<file path="config.mk">
export PLATFORM = sky130hd
export DESIGN_NAME = rv_arbiter
export DESIGN_NICKNAME = d
export VERILOG_FILES = /design/src/rtl/rv_arbiter.sv
export SDC_FILE = /design/constraint.sdc
export NUM_CORES = 1
export LEC_CHECK = 0
export BUFFER_PORTS_ARGS = -buffer_cell sky130_fd_sc_hd__buf_4
export CORE_MARGIN = 5
export CORE_UTILIZATION = 25
export CTS_CLUSTER_SIZE = 24
export DETAILED_ROUTE_END_ITERATION = 8
export GPL_TIMING_DRIVEN = 0
export HOLD_SLACK_MARGIN = 0.1
export SLEW_MARGIN = 40
export SYNTH_ARGS = -nofsm -noshare
export SYNTH_HDL_FRONTEND = slang
export SYNTH_SLANG_ARGS = --single-unit
</file>
<file path="constraint.sdc">
create_clock -name clock_port -period 3.3 [get_ports clock_port]
set_clock_uncertainty 0.1 [all_clocks]
set_input_delay 0.825 -clock clock_port [delete_from_list [all_inputs] [get_ports clock_port]]
set_output_delay 0.825 -clock clock_port [all_outputs]
set_load 0.1 [all_outputs]
</file>
<file path="src/rtl/rv_arbiter.sv">
// rv_arbiter: three-way round-robin arbiter with burst-locked grants.
// A grant is held until the requester marks its last beat or BURST_MAX
// beats have been transferred. The datapath is purely combinational
// from the granted requester to the output, so nothing is ever buffered.
module rv_arbiter #(
    parameter int DATA_WIDTH = 8,
    parameter int BURST_MAX  = 4
) (
    input  logic                  clock_port,
    input  logic                  reset_port,
    input  logic                  clear,
    input  logic [DATA_WIDTH-1:0] in0_data,
    input  logic                  in0_valid,
    input  logic                  in0_last,
    output logic                  in0_ready,
    input  logic [DATA_WIDTH-1:0] in1_data,
    input  logic                  in1_valid,
    input  logic                  in1_last,
    output logic                  in1_ready,
    input  logic [DATA_WIDTH-1:0] in2_data,
    input  logic                  in2_valid,
    input  logic                  in2_last,
    output logic                  in2_ready,
    output logic [DATA_WIDTH-1:0] output_port_data,
    output logic                  output_port_valid,
    input  logic                  output_port_ready,
    output logic [1:0]            output_port_source
);

    typedef enum logic {
        ST_IDLE  = 1'b0,
        ST_BURST = 1'b1
    } state_e;

    // Count value of the final beat allowed in one grant.
    localparam logic [3:0] COUNT_LAST = 4'(BURST_MAX - 1);

    state_e          state_q, state_d;
    logic [1:0]      grant_q, grant_d;
    logic [1:0]      ptr_q, ptr_d;
    logic [3:0]      count_q, count_d;

    logic [1:0]            cand0_s, cand1_s, cand2_s;
    logic [1:0]            pick_s;
    logic                  any_valid_s;
    logic [DATA_WIDTH-1:0] sel_data_s;
    logic                  sel_valid_s;
    logic                  sel_last_s;
    logic                  beat_s;
    logic                  burst_end_s;

    // Modulo-3 successor; an illegal index folds back to requester 0.
    function automatic logic [1:0] next_idx(input logic [1:0] idx);
        case (idx)
            2'd0:    return 2'd1;
            2'd1:    return 2'd2;
            default: return 2'd0;
        endcase
    endfunction

    // Valid flag of requester idx; an illegal index reads as not valid.
    function automatic logic valid_of(input logic [1:0] idx, input logic v0,
                                      input logic v1, input logic v2);
        case (idx)
            2'd0:    return v0;
            2'd1:    return v1;
            2'd2:    return v2;
            default: return 1'b0;
        endcase
    endfunction

    // Round-robin scan starting at the pointer: ptr, ptr+1, ptr+2 (mod 3).
    always_comb begin
        cand0_s     = (ptr_q == 2'd3) ? 2'd0 : ptr_q;
        cand1_s     = next_idx(cand0_s);
        cand2_s     = next_idx(cand1_s);
        any_valid_s = in0_valid | in1_valid | in2_valid;
        if (valid_of(cand0_s, in0_valid, in1_valid, in2_valid)) begin
            pick_s = cand0_s;
        end else if (valid_of(cand1_s, in0_valid, in1_valid, in2_valid)) begin
            pick_s = cand1_s;
        end else begin
            pick_s = cand2_s;
        end
    end

    // Select the granted requester's payload, valid and last flags.
    always_comb begin
        sel_data_s  = '0;
        sel_valid_s = 1'b0;
        sel_last_s  = 1'b0;
        case (grant_q)
            2'd0: begin
                sel_data_s  = in0_data;
                sel_valid_s = in0_valid;
                sel_last_s  = in0_last;
            end
            2'd1: begin
                sel_data_s  = in1_data;
                sel_valid_s = in1_valid;
                sel_last_s  = in1_last;
            end
            2'd2: begin
                sel_data_s  = in2_data;
                sel_valid_s = in2_valid;
                sel_last_s  = in2_last;
            end
            default: begin
                sel_data_s  = '0;
                sel_valid_s = 1'b0;
                sel_last_s  = 1'b0;
            end
        endcase
    end

    // Drive the output port and route downstream ready back to the grantee only.
    always_comb begin
        output_port_data  = '0;
        output_port_valid = 1'b0;
        in0_ready         = 1'b0;
        in1_ready         = 1'b0;
        in2_ready         = 1'b0;
        if (state_q == ST_BURST) begin
            output_port_data  = sel_data_s;
            output_port_valid = sel_valid_s;
            case (grant_q)
                2'd0:    in0_ready = output_port_ready;
                2'd1:    in1_ready = output_port_ready;
                2'd2:    in2_ready = output_port_ready;
                default: begin
                    in0_ready = 1'b0;
                    in1_ready = 1'b0;
                    in2_ready = 1'b0;
                end
            endcase
        end else begin
            output_port_data  = '0;
            output_port_valid = 1'b0;
        end
    end

    assign output_port_source = grant_q;
    assign beat_s      = (state_q == ST_BURST) & sel_valid_s & output_port_ready;
    assign burst_end_s = beat_s & (sel_last_s | (count_q == COUNT_LAST));

    // Next-state logic; clear overrides every transition including a last beat.
    always_comb begin
        state_d = state_q;
        grant_d = grant_q;
        ptr_d   = ptr_q;
        count_d = count_q;
        if (clear) begin
            state_d = ST_IDLE;
            ptr_d   = 2'd0;
            count_d = 4'd0;
        end else begin
            case (state_q)
                ST_IDLE: begin
                    if (any_valid_s) begin
                        state_d = ST_BURST;
                        grant_d = pick_s;
                        count_d = 4'd0;
                    end else begin
                        state_d = ST_IDLE;
                    end
                end
                ST_BURST: begin
                    if (burst_end_s) begin
                        state_d = ST_IDLE;
                        ptr_d   = next_idx(grant_q);
                        count_d = count_q + 4'd1;
                    end else if (beat_s) begin
                        count_d = count_q + 4'd1;
                    end else begin
                        state_d = ST_BURST;
                    end
                end
                default: begin
                    state_d = ST_IDLE;
                    grant_d = 2'd0;
                    ptr_d   = 2'd0;
                    count_d = 4'd0;
                end
            endcase
        end
    end

    // State registers with asynchronous reset that abandons any burst at once.
    always_ff @(posedge clock_port or posedge reset_port) begin
        if (reset_port) begin
            state_q <= ST_IDLE;
            grant_q <= 2'd0;
            ptr_q   <= 2'd0;
            count_q <= 4'd0;
        end else begin
            state_q <= state_d;
            grant_q <= grant_d;
            ptr_q   <= ptr_d;
            count_q <= count_d;
        end
    end

endmodule
</file>
---- Word level (Yosys, flattened, before mapping) ----
Cells that the tools add are included.
cells by class
  muxes and demuxes ....................... 32
  bitwise logic cells ..................... 8
  reductions and logical operators ........ 8
  equality and inequality tests ........... 10
  $add $sub $neg .......................... 1
operators with widths
  operator                                                                 number
  8-bit one-hot mux with 3 select lines                                    1
  4-bit two-way mux                                                        4
  2-bit two-way mux                                                        6
  1-bit one-hot mux with 3 select lines                                    4
  2-bit one-hot mux with 2 select lines                                    3
  1-bit two-way mux                                                        11
  2-bit == test, second input constant                                     4
  8-bit two-way mux                                                        1
  4-bit one-hot mux with 2 select lines                                    1
  2-bit by 1-bit == test with 1-bit output, second input constant          3
  2-bit zero test                                                          3
  4-bit by 1-bit adder with 4-bit output, second input constant            1
  4-bit by 2-bit == test with 1-bit output, second input constant          1
  4-bit by 2-bit inequality test with 1-bit output, second input constant  1
  2-bit AND reduction                                                      2
  2-bit nonzero test                                                       2
  1-bit bitwise AND                                                        3
  3-bit inequality test, second input constant                             1
  1-bit OR                                                                 3
  3-bit AND reduction                                                      1
  1-bit inverter                                                           2
  1-bit one-hot mux with 2 select lines                                    1
word-level totals
  input bits .............................. 34
  output and inout bits ................... 14
  register bits ........................... 9

---- Depth between registers and ports, before layout ----
Gate-level depths: netlist (run 1).
  word-level depth ........................ 9
  mapped depth ............................ 6
  mapped depth without buffers ............ 6

---- Worst setup path before layout (run 1) ----
OpenSTA, ideal clock, no wires.
  kind .................................... flip-flop to output port
  start ................................... register grant_q[1] (netlist: output_port_source[1])
  end ..................................... output port in2_ready
  required time ........................... 2.375 ns
  data arrival time ....................... 3.700 ns
  buffers on the path ..................... 2
  slack ................................... -1.325 ns
  cell stages (with the launch flop) ...... 4
  cell sequence ........................... dfrtp_1 -> buf_4 -> clkbuf_1 -> nor3b_1
between the ends
  cells in the longest elaborated chain, start to end .. 3
RTL lines
  element                 line  RTL
  start, declared         39    logic [1:0] grant_q, grant_d;
  start signal, assigned  197   grant_q <= grant_d;
  2-bit == test           126   case (grant_q)
  1-bit two-way mux       126
  1-bit two-way mux       123   if (state_q == ST_BURST) begin
  end, declared           23    output logic in2_ready,
Every way passes these cells.

---- Worst setup path in the final report (run 1) ----
  start ................................... register grant_q[0] (netlist: output_port_source[0])
  end ..................................... output port output_port_data[6]
between the ends
  cells in the longest elaborated chain, start to end .. 3
RTL lines
  element                                    line  RTL
  2-bit == test (tied with other cells)      92    case (grant_q)
  8-bit one-hot mux with 3 select lines (*)  92
  8-bit two-way mux (*)                      123
  end, declared                              24    output logic [DATA_WIDTH-1:0] output_port_data,
Mark *: on every way between the ends. The rest lies on a longest branch, timed or not.

==> reports/qor.csv, run 1 <==
stage,metric,value,unit
timing,count of final setup violators,0,
timing,RSZ-0062 raised after global routing,false,
detailed_routing,Pre-antenna DRT Iters,4,
clock_tree,clk slew on worst S/H paths,0.06,ns
finish,# nets final,195,
global_route,initial antenna violation count,0,
global_route,largest net degree at the start of global routing,11,
clock_tree,post-cts resize count,0,
placed_design,dpl hpwl,2300,um
power_and_ir_drop,maximum vdd drop,199,uV
worst_hold_path,hold crit path type,in -> async,
floorplanning,Row Count,21,
yosys,Yosys cell types,40,
critical_path,critical path required time,2.37,ns
floorplanning,die area,4860,um^2
detailed_routing,# DRC,0,
timing,"Hold Vio Cnt, Final",0,
yosys,"count leader, synth",nor2_1,
timing,Max Slew Vio Count,0,
finish,ant diodes,0,
critical_path,arrival time at the worst endpoint,1.92,ns
global_route,Overall Global Routing Usage,11.4,%
run_status,status,"finished, final reports clean",
power_and_ir_drop,PD cells,509,nW/um^2
detailed_routing,Wirelength per Cell,13.6,um
timing,shortest period the worst path allows,2.85,ns
floorplanning,core area,3390,um^2
finish,fillers,340,
clock_tree,CTS sink count,9,
yosys,post-synthesis net count,144,
critical_path,Crit. End Element,output pin,
clock_tree,Num CTS Buffers,3,
floorplanning,initial core utilization,26.3,%
floorplanning,chip width,69.7,um
placed_design,placer congestion estimate,0.724,
global_route,vias in the first global route,1013,
detailed_routing,starting DRC count in detailed routing,18,
job,Max Cap Violations,0,
yosys,Post-synth top cells,"nor2_1 (20), dfrtp_1 (9), mux2i_1 (9), a21oi_1 (8)",
critical_path,maximum fanout along the worst path,10,
yosys,"Seq/Total Area, Yosys",25.2,%
floorplanning,die height,69.7,um
yosys,"Async S/R FF share, synth",100,%
yosys,Mapped Area,892,um^2
global_route,first-pass GRT wire length,4640,um
critical_path,Reg-to-Reg Start,ptr_q[0]$_DFFE_PP0P_,
clock_tree,clock latency on the worst-skew pair,0.25,ns
finish,Util after Layout,41.6,%
clock_tree,clock buffer depth,2,
timing,fin crit share,86.3,%
timing,measured slew at the worst slew-check pin,0.636,ns
yosys,Ys Warns,0,
clock_tree,CTS tree,built,
yosys,"FF+latch count, synth",9,
yosys,Yosys top cell by area,dfrtp_1,
yosys,number of synthesized flops with an enable pin,0,
yosys,synthesized area per cell,8.50,um^2
finish,share of layout cells above drive strength 1,45.2,%
clock_tree,cts-stage hold buffer count,0,
detailed_routing,DRT Wirelength,2720,um
finish,synthesis-to-finish area growth,57.9,%
yosys,"top cells by area, synth","dfrtp_1 (25%), mux2i_1 (10%), nor2_1 (8.4%)",
yosys,Synth top area share,25.2,%
yosys,dominant register cell in the synthesized netlist,dfrtp_1,
detailed_routing,Vias,966,
placed_design,number of port buffers,46,
critical_path,Critical Path Source,output_port_source[0]$_DFFE_PP0P_,
critical_path,Setup Crit Path Kind,reg -> out,
clock_tree,H-Tree Depth,1,
timing,Fmax,351,MHz
detailed_routing,Post-DRT Antenna Nets,0,
yosys,Syn Inst Count,105,
clock_tree,Root Buffer,clkbuf_4,
timing,Setup TNS,0,ns
detailed_routing,Via density,4.81,
clock_tree,Post-CTS Setup Repair Bufs,0,
timing,Slew HR,57.3,%
floorplanning,I/O pins,48,
global_route,GRT Residual Overflow,0,
critical_path,Setup crit start kind,flip-flop,
power_and_ir_drop,Static Leak,0.000625,uW
flip-flops by register name, indices dropped and copies added (netlist names):
register	cells
state_q	1
ptr_q	2
output_port_source	2
count_q	4
final cells by class:
class,count,area [um^2],share of cell area [%]
well taps,46,57.6,4.09
clock buffers,4,26.3,1.87
flip-flops and latches,9,225,16.0
inverters,6,22.5,1.60
plain buffers,6,36.3,2.58
multi-input cells,84,696,49.4
repair buffers,46,345,24.5
worst paths after layout:
path	to	slack, ns	depth (start not counted)
hold / removal	output_port_source[1]$_DFFE_PP0P_	0.43	2
min in group clock_port	count_q[1]$_DFFE_PP0P_	0.44	1
max in group asynchronous	state_q$_DFF_PP0_	2.43	2
hold reg to reg	count_q[1]$_DFFE_PP0P_	0.44	1
setup / recovery	output_port_data[6]	0.45	7
setup reg to reg	output_port_source[0]$_DFFE_PP0P_	1.25	6
cell usage in the layout (no fill, tap or decap), types with 2 or more instances in the layout:
| cell | Yosys | routed |
|---|---|---|
| nand2_1 | 3 | 3 |
| mux2i_1 | 9 | 9 |
| a211o_1 | 2 | 2 |
| nor2_1 | 20 | 10 |
| ha_1 | 5 | 5 |
| a21oi_1 | 8 | 8 |
| nor2_4 | 0 | 8 |
| nand3b_1 | 3 | 3 |
| a22o_1 | 3 | 3 |
| buf_2 | 2 | 2 |
| buf_4 | 1 | 47 |
| nand2b_1 | 2 | 2 |
| nor2_2 | 0 | 2 |
| clkbuf_1 | 2 | 3 |
| inv_1 | 5 | 5 |
| nor2b_1 | 2 | 2 |
| dfrtp_1 | 9 | 9 |
| clkbuf_4 | 0 | 3 |
| a221o_1 | 2 | 2 |
| a221oi_1 | 2 | 2 |
stage by stage:
stage          instance area [um^2]  worst slack (ns)  total power (uW)  std cells  hold slack [ns]
6_report                       1410             0.451               718        201            0.427
5_1_grt                        1410             0.312               757        201            0.457
4_1_cts                        1410             0.433               725        201            0.431
3_5_place_dp                   1380             0.710               639        197            0.430
3_3_place_gp                   1380             0.715               635        197            0.417
2_1_floorplan                   980           -0.0435               527        105            0.391
routing by layer:
layer / global-route usage (%) / share of wire [%]
met4: 3.19 / 1.2
met5: 0 / 0
met1: 13.5 / 41
met3: 1.88 / 2.8
met2: 21.1 / 55
report_power, final:
| group | internal, uW | switching (uW) | leakage (uW) |
|---|---|---|---|
| Sequential | 119 | 6.57 | 0.000121 |
| Combinational | 148 | 361 | 0.000489 |
| Clock | 46.5 | 36.5 | 0.0000150 |
| Total | 314 | 404 | 0.000625 |
critical path: stages (launching register included):
cell and delay [ns]:
dfrtp_1 0.36, buf_6 0.15, buf_2 0.32, mux2i_1 0.22, nor2_1 0.07, a21oi_1 0.25, nor2_4 0.04, buf_4 0.24
logic make-up after synthesis:
kind of cell	count (synthesis)	synth area share [%]
flip-flops	9	25.2
buffers and inverters	12	6.59
AO/OA/AOI/OAI	28	24.8
adder cells (fa/ha/maj)	5	7.01
AND/OR/NAND/NOR	40	23.4
multiplexers	11	12.9
No activity file was read; power rests on OpenSTA's default activity.
==> run 2, diff against run 1 <==
==> constraint.sdc (replaced) <==
create_clock -name clock_port -period 3.4 [get_ports clock_port]
set_clock_uncertainty 0.1 [all_clocks]
set_input_delay 0.85 -clock clock_port [delete_from_list [all_inputs] [get_ports clock_port]]
set_output_delay 0.85 -clock clock_port [all_outputs]
set_load 0.1 [all_outputs]
==> run 2 against run 1 <==
Against the previous run:
- global-route usage up 0.63 points
- combinational power down 8.3%
- wire length up 2.9%
- critical path type unchanged
- largest cell class unchanged
- highest routed layer unchanged
==> reports/qor.csv, run 2 (same netlist as run 1, synthesis figures left out) <==
stage,metric,value,unit,change
floorplanning,die area,4860,um^2,unchanged
global_route,vias in the first global route,995,,-1.8%
clock_tree,post-cts resize count,0,,unchanged
timing,count of final setup violators,0,,unchanged
detailed_routing,Wirelength per Cell,14.0,um,+2.9%
timing,shortest period the worst path allows,2.80,ns,
timing,Fmax,357,MHz,
clock_tree,CTS sink count,9,,unchanged
power_and_ir_drop,combinational share of power,69.0,%,-1.9 points
finish,# nets final,195,,unchanged
critical_path,Setup Crit Path Kind,reg -> out,,
placed_design,placed inst area,1330,um^2,-3.8%
power_and_ir_drop,internal power,298,uW,-5.2%
global_route,Overall Global Routing Usage,12.1,%,+0.63 points
finish,most frequent cells in the layout,"buf_4 (47), nor2_1 (10), nor2_2 (10), mux2i_1 (9), dfrtp_1 (9)",,
timing,Max Slew Vio Count,0,,unchanged
placed_design,dpl hpwl,2290,um,-0.50%
power_and_ir_drop,maximum vdd drop,160,uV,-19%
finish,synthesis-to-finish area growth,52.0,%,
power_and_ir_drop,PD cells,500,nW/um^2,-1.9%
timing,"Hold Vio Cnt, Final",0,,unchanged
finish,"most common cell after layout, fill and taps aside",buf_4,,
finish,number of flip-flops in the largest register,4,,unchanged
timing,RSZ-0062 raised after global routing,false,,
floorplanning,Row Count,21,,unchanged
placed_design,dpl cells,197,,unchanged
finish,FF/Latch Area,225,um^2,unchanged
floorplanning,core area,3390,um^2,unchanged
finish,Util after Layout,40.0,%,-1.6 points
detailed_routing,Via density,4.74,,-1.4%
detailed_routing,starting DRC count in detailed routing,49,,+31
detailed_routing,DRT Wirelength,2800,um,+2.9%
finish,ant diodes,0,,unchanged
detailed_routing,Post-DRT Antenna Nets,0,,unchanged
critical_path,Reg-to-Reg Start,ptr_q[0]$_DFFE_PP0P_,,
worst_hold_path,hold crit path type,in -> async,,
global_route,GRT Residual Overflow,0,,unchanged
critical_path,worst reg-to-reg path cell count,6,,unchanged
critical_path,FF-to-FF setup slack,1.35,ns,+0.10 ns
power_and_ir_drop,Sw Share,56.1,%,-0.16 points
critical_path,Setup crit start kind,flip-flop,,
power_and_ir_drop,switching power,380,uW,-5.8%
timing,Slew HR,71.2,%,+14 points
critical_path,Critical Path Source,output_port_source[0]$_DFFE_PP0P_,,
timing,Setup TNS,0,ns,unchanged
clock_tree,clock latency on the worst-skew pair,0.27,ns,+0.02 ns
clock_tree,Num CTS Buffers,3,,unchanged
placed_design,number of port buffers,46,,unchanged
floorplanning,initial core utilization,26.3,%,unchanged
finish,area of the multi-input gates,643,um^2,-7.6%
job,Max Cap Violations,0,,unchanged
power_and_ir_drop,Reg power frac,18.0,%,+0.5 points
power_and_ir_drop,Clock Power Share,13.0,%,+1.4 points
global_route,first-pass GRT wire length,4790,um,+3.3%
power_and_ir_drop,Static Leak,0.000617,uW,-1.3%
clock_tree,cts-stage hold buffer count,0,,unchanged
detailed_routing,# DRC,0,,unchanged
clock_tree,Root Buffer,clkbuf_4,,
critical_path,critical path required time,2.45,ns,+0.08 ns
critical_path,Worst setup endpoint,output_port_data[2],,
global_route,initial antenna violation count,0,,unchanged
placed_design,placer congestion estimate,0.755,,+4.3%
timing,measured slew at the worst slew-check pin,0.432,ns,-0.204 ns
clock_tree,H-Tree Depth,1,,unchanged
finish,final instance area,1360,um^2,-3.7%
floorplanning,I/O pins,48,,unchanged
finish,Layout Cells excl Fill,201,,unchanged
floorplanning,chip width,69.7,um,unchanged
critical_path,FF-to-FF End,output_port_source[0]$_DFFE_PP0P_,,
floorplanning,die height,69.7,um,unchanged
detailed_routing,Pre-antenna DRT Iters,4,,unchanged
finish,share of layout cells above drive strength 1,45.2,%,unchanged
critical_path,Crit. End Element,output pin,,
clock_tree,clock buffer depth,2,,unchanged
timing,fin crit share,82.4,%,
critical_path,arrival time at the worst endpoint,1.85,ns,-0.07 ns
finish,Top reg by flops,count_q,,
clock_tree,clk slew on worst S/H paths,0.07,ns,about the same
critical_path,maximum fanout along the worst path,10,,unchanged
global_route,largest net degree at the start of global routing,11,,unchanged
timing,final worst setup slack,0.599,ns,+0.148 ns
run_status,status,"finished, final reports clean",,
finish,fillers,330,,-2.9%
detailed_routing,Vias,952,,-1.4%
clock_tree,CTS tree,built,,
placed_design,pre-CTS setup slack,0.779,ns,+0.0698 ns
clock_tree,Post-CTS Setup Repair Bufs,0,,unchanged
run 2: area by class of cell:
| cell class | instances | share of cell area, % |
|---|---|---|
| well taps | 46 | 4.24 |
| repair buffers | 46 | 25.5 |
| multi-input cells | 84 | 47.4 |
| flip-flops and latches | 9 | 16.6 |
| plain buffers | 6 | 2.68 |
| inverters | 6 | 1.66 |
| clock buffers | 4 | 1.94 |
run 2: through the flow:
stage | total power (uW) | hold WS (ns)
2_1_floorplan | 486 | 0.391
3_3_place_gp | 591 | 0.414
3_5_place_dp | 594 | 0.429
4_1_cts | 684 | 0.446
5_1_grt | 720 | 0.471
6_report | 678 | 0.442
run 2: how the worst min path moves through the flow:
stage                                       from                     end  cells past startpoint
after floorplan           count_q[1]$_DFFE_PP0P_  count_q[1]$_DFFE_PP0P_                      1
after global placement    count_q[1]$_DFFE_PP0P_  count_q[1]$_DFFE_PP0P_                      1
after detailed placement  count_q[1]$_DFFE_PP0P_  count_q[1]$_DFFE_PP0P_                      1
after CTS                             reset_port    ptr_q[0]$_DFFE_PP0P_                      2
after global routing                  reset_port  count_q[0]$_DFFE_PP0P_                      2
final                                 reset_port  count_q[0]$_DFFE_PP0P_                      2
run 2: critical path: stages (launching register included):
cell     delay, ns
dfrtp_1       0.36
buf_6         0.16
buf_2         0.28
mux2i_1       0.29
nor2_1        0.06
a21oi_1       0.15
nor2_2        0.04
buf_4         0.23
run 2: routing by layer:
metal	up-vias	track usage, %	share of wire (%)
met3	9	2.75	4.0
met2	25	20.1	50
met5	-	0	0
met4	0	6.17	3.1
met1	432	14.3	42
li1	486	-	-
run 2: power by group through the flow:
stage	registers, uW	clock network, uW	logic [uW]
2_1_floorplan	164	0	322
3_3_place_gp	124	0	467
3_5_place_dp	124	0	470
4_1_cts	122	91.1	471
5_1_grt	123	100	497
6_report	122	88.1	467
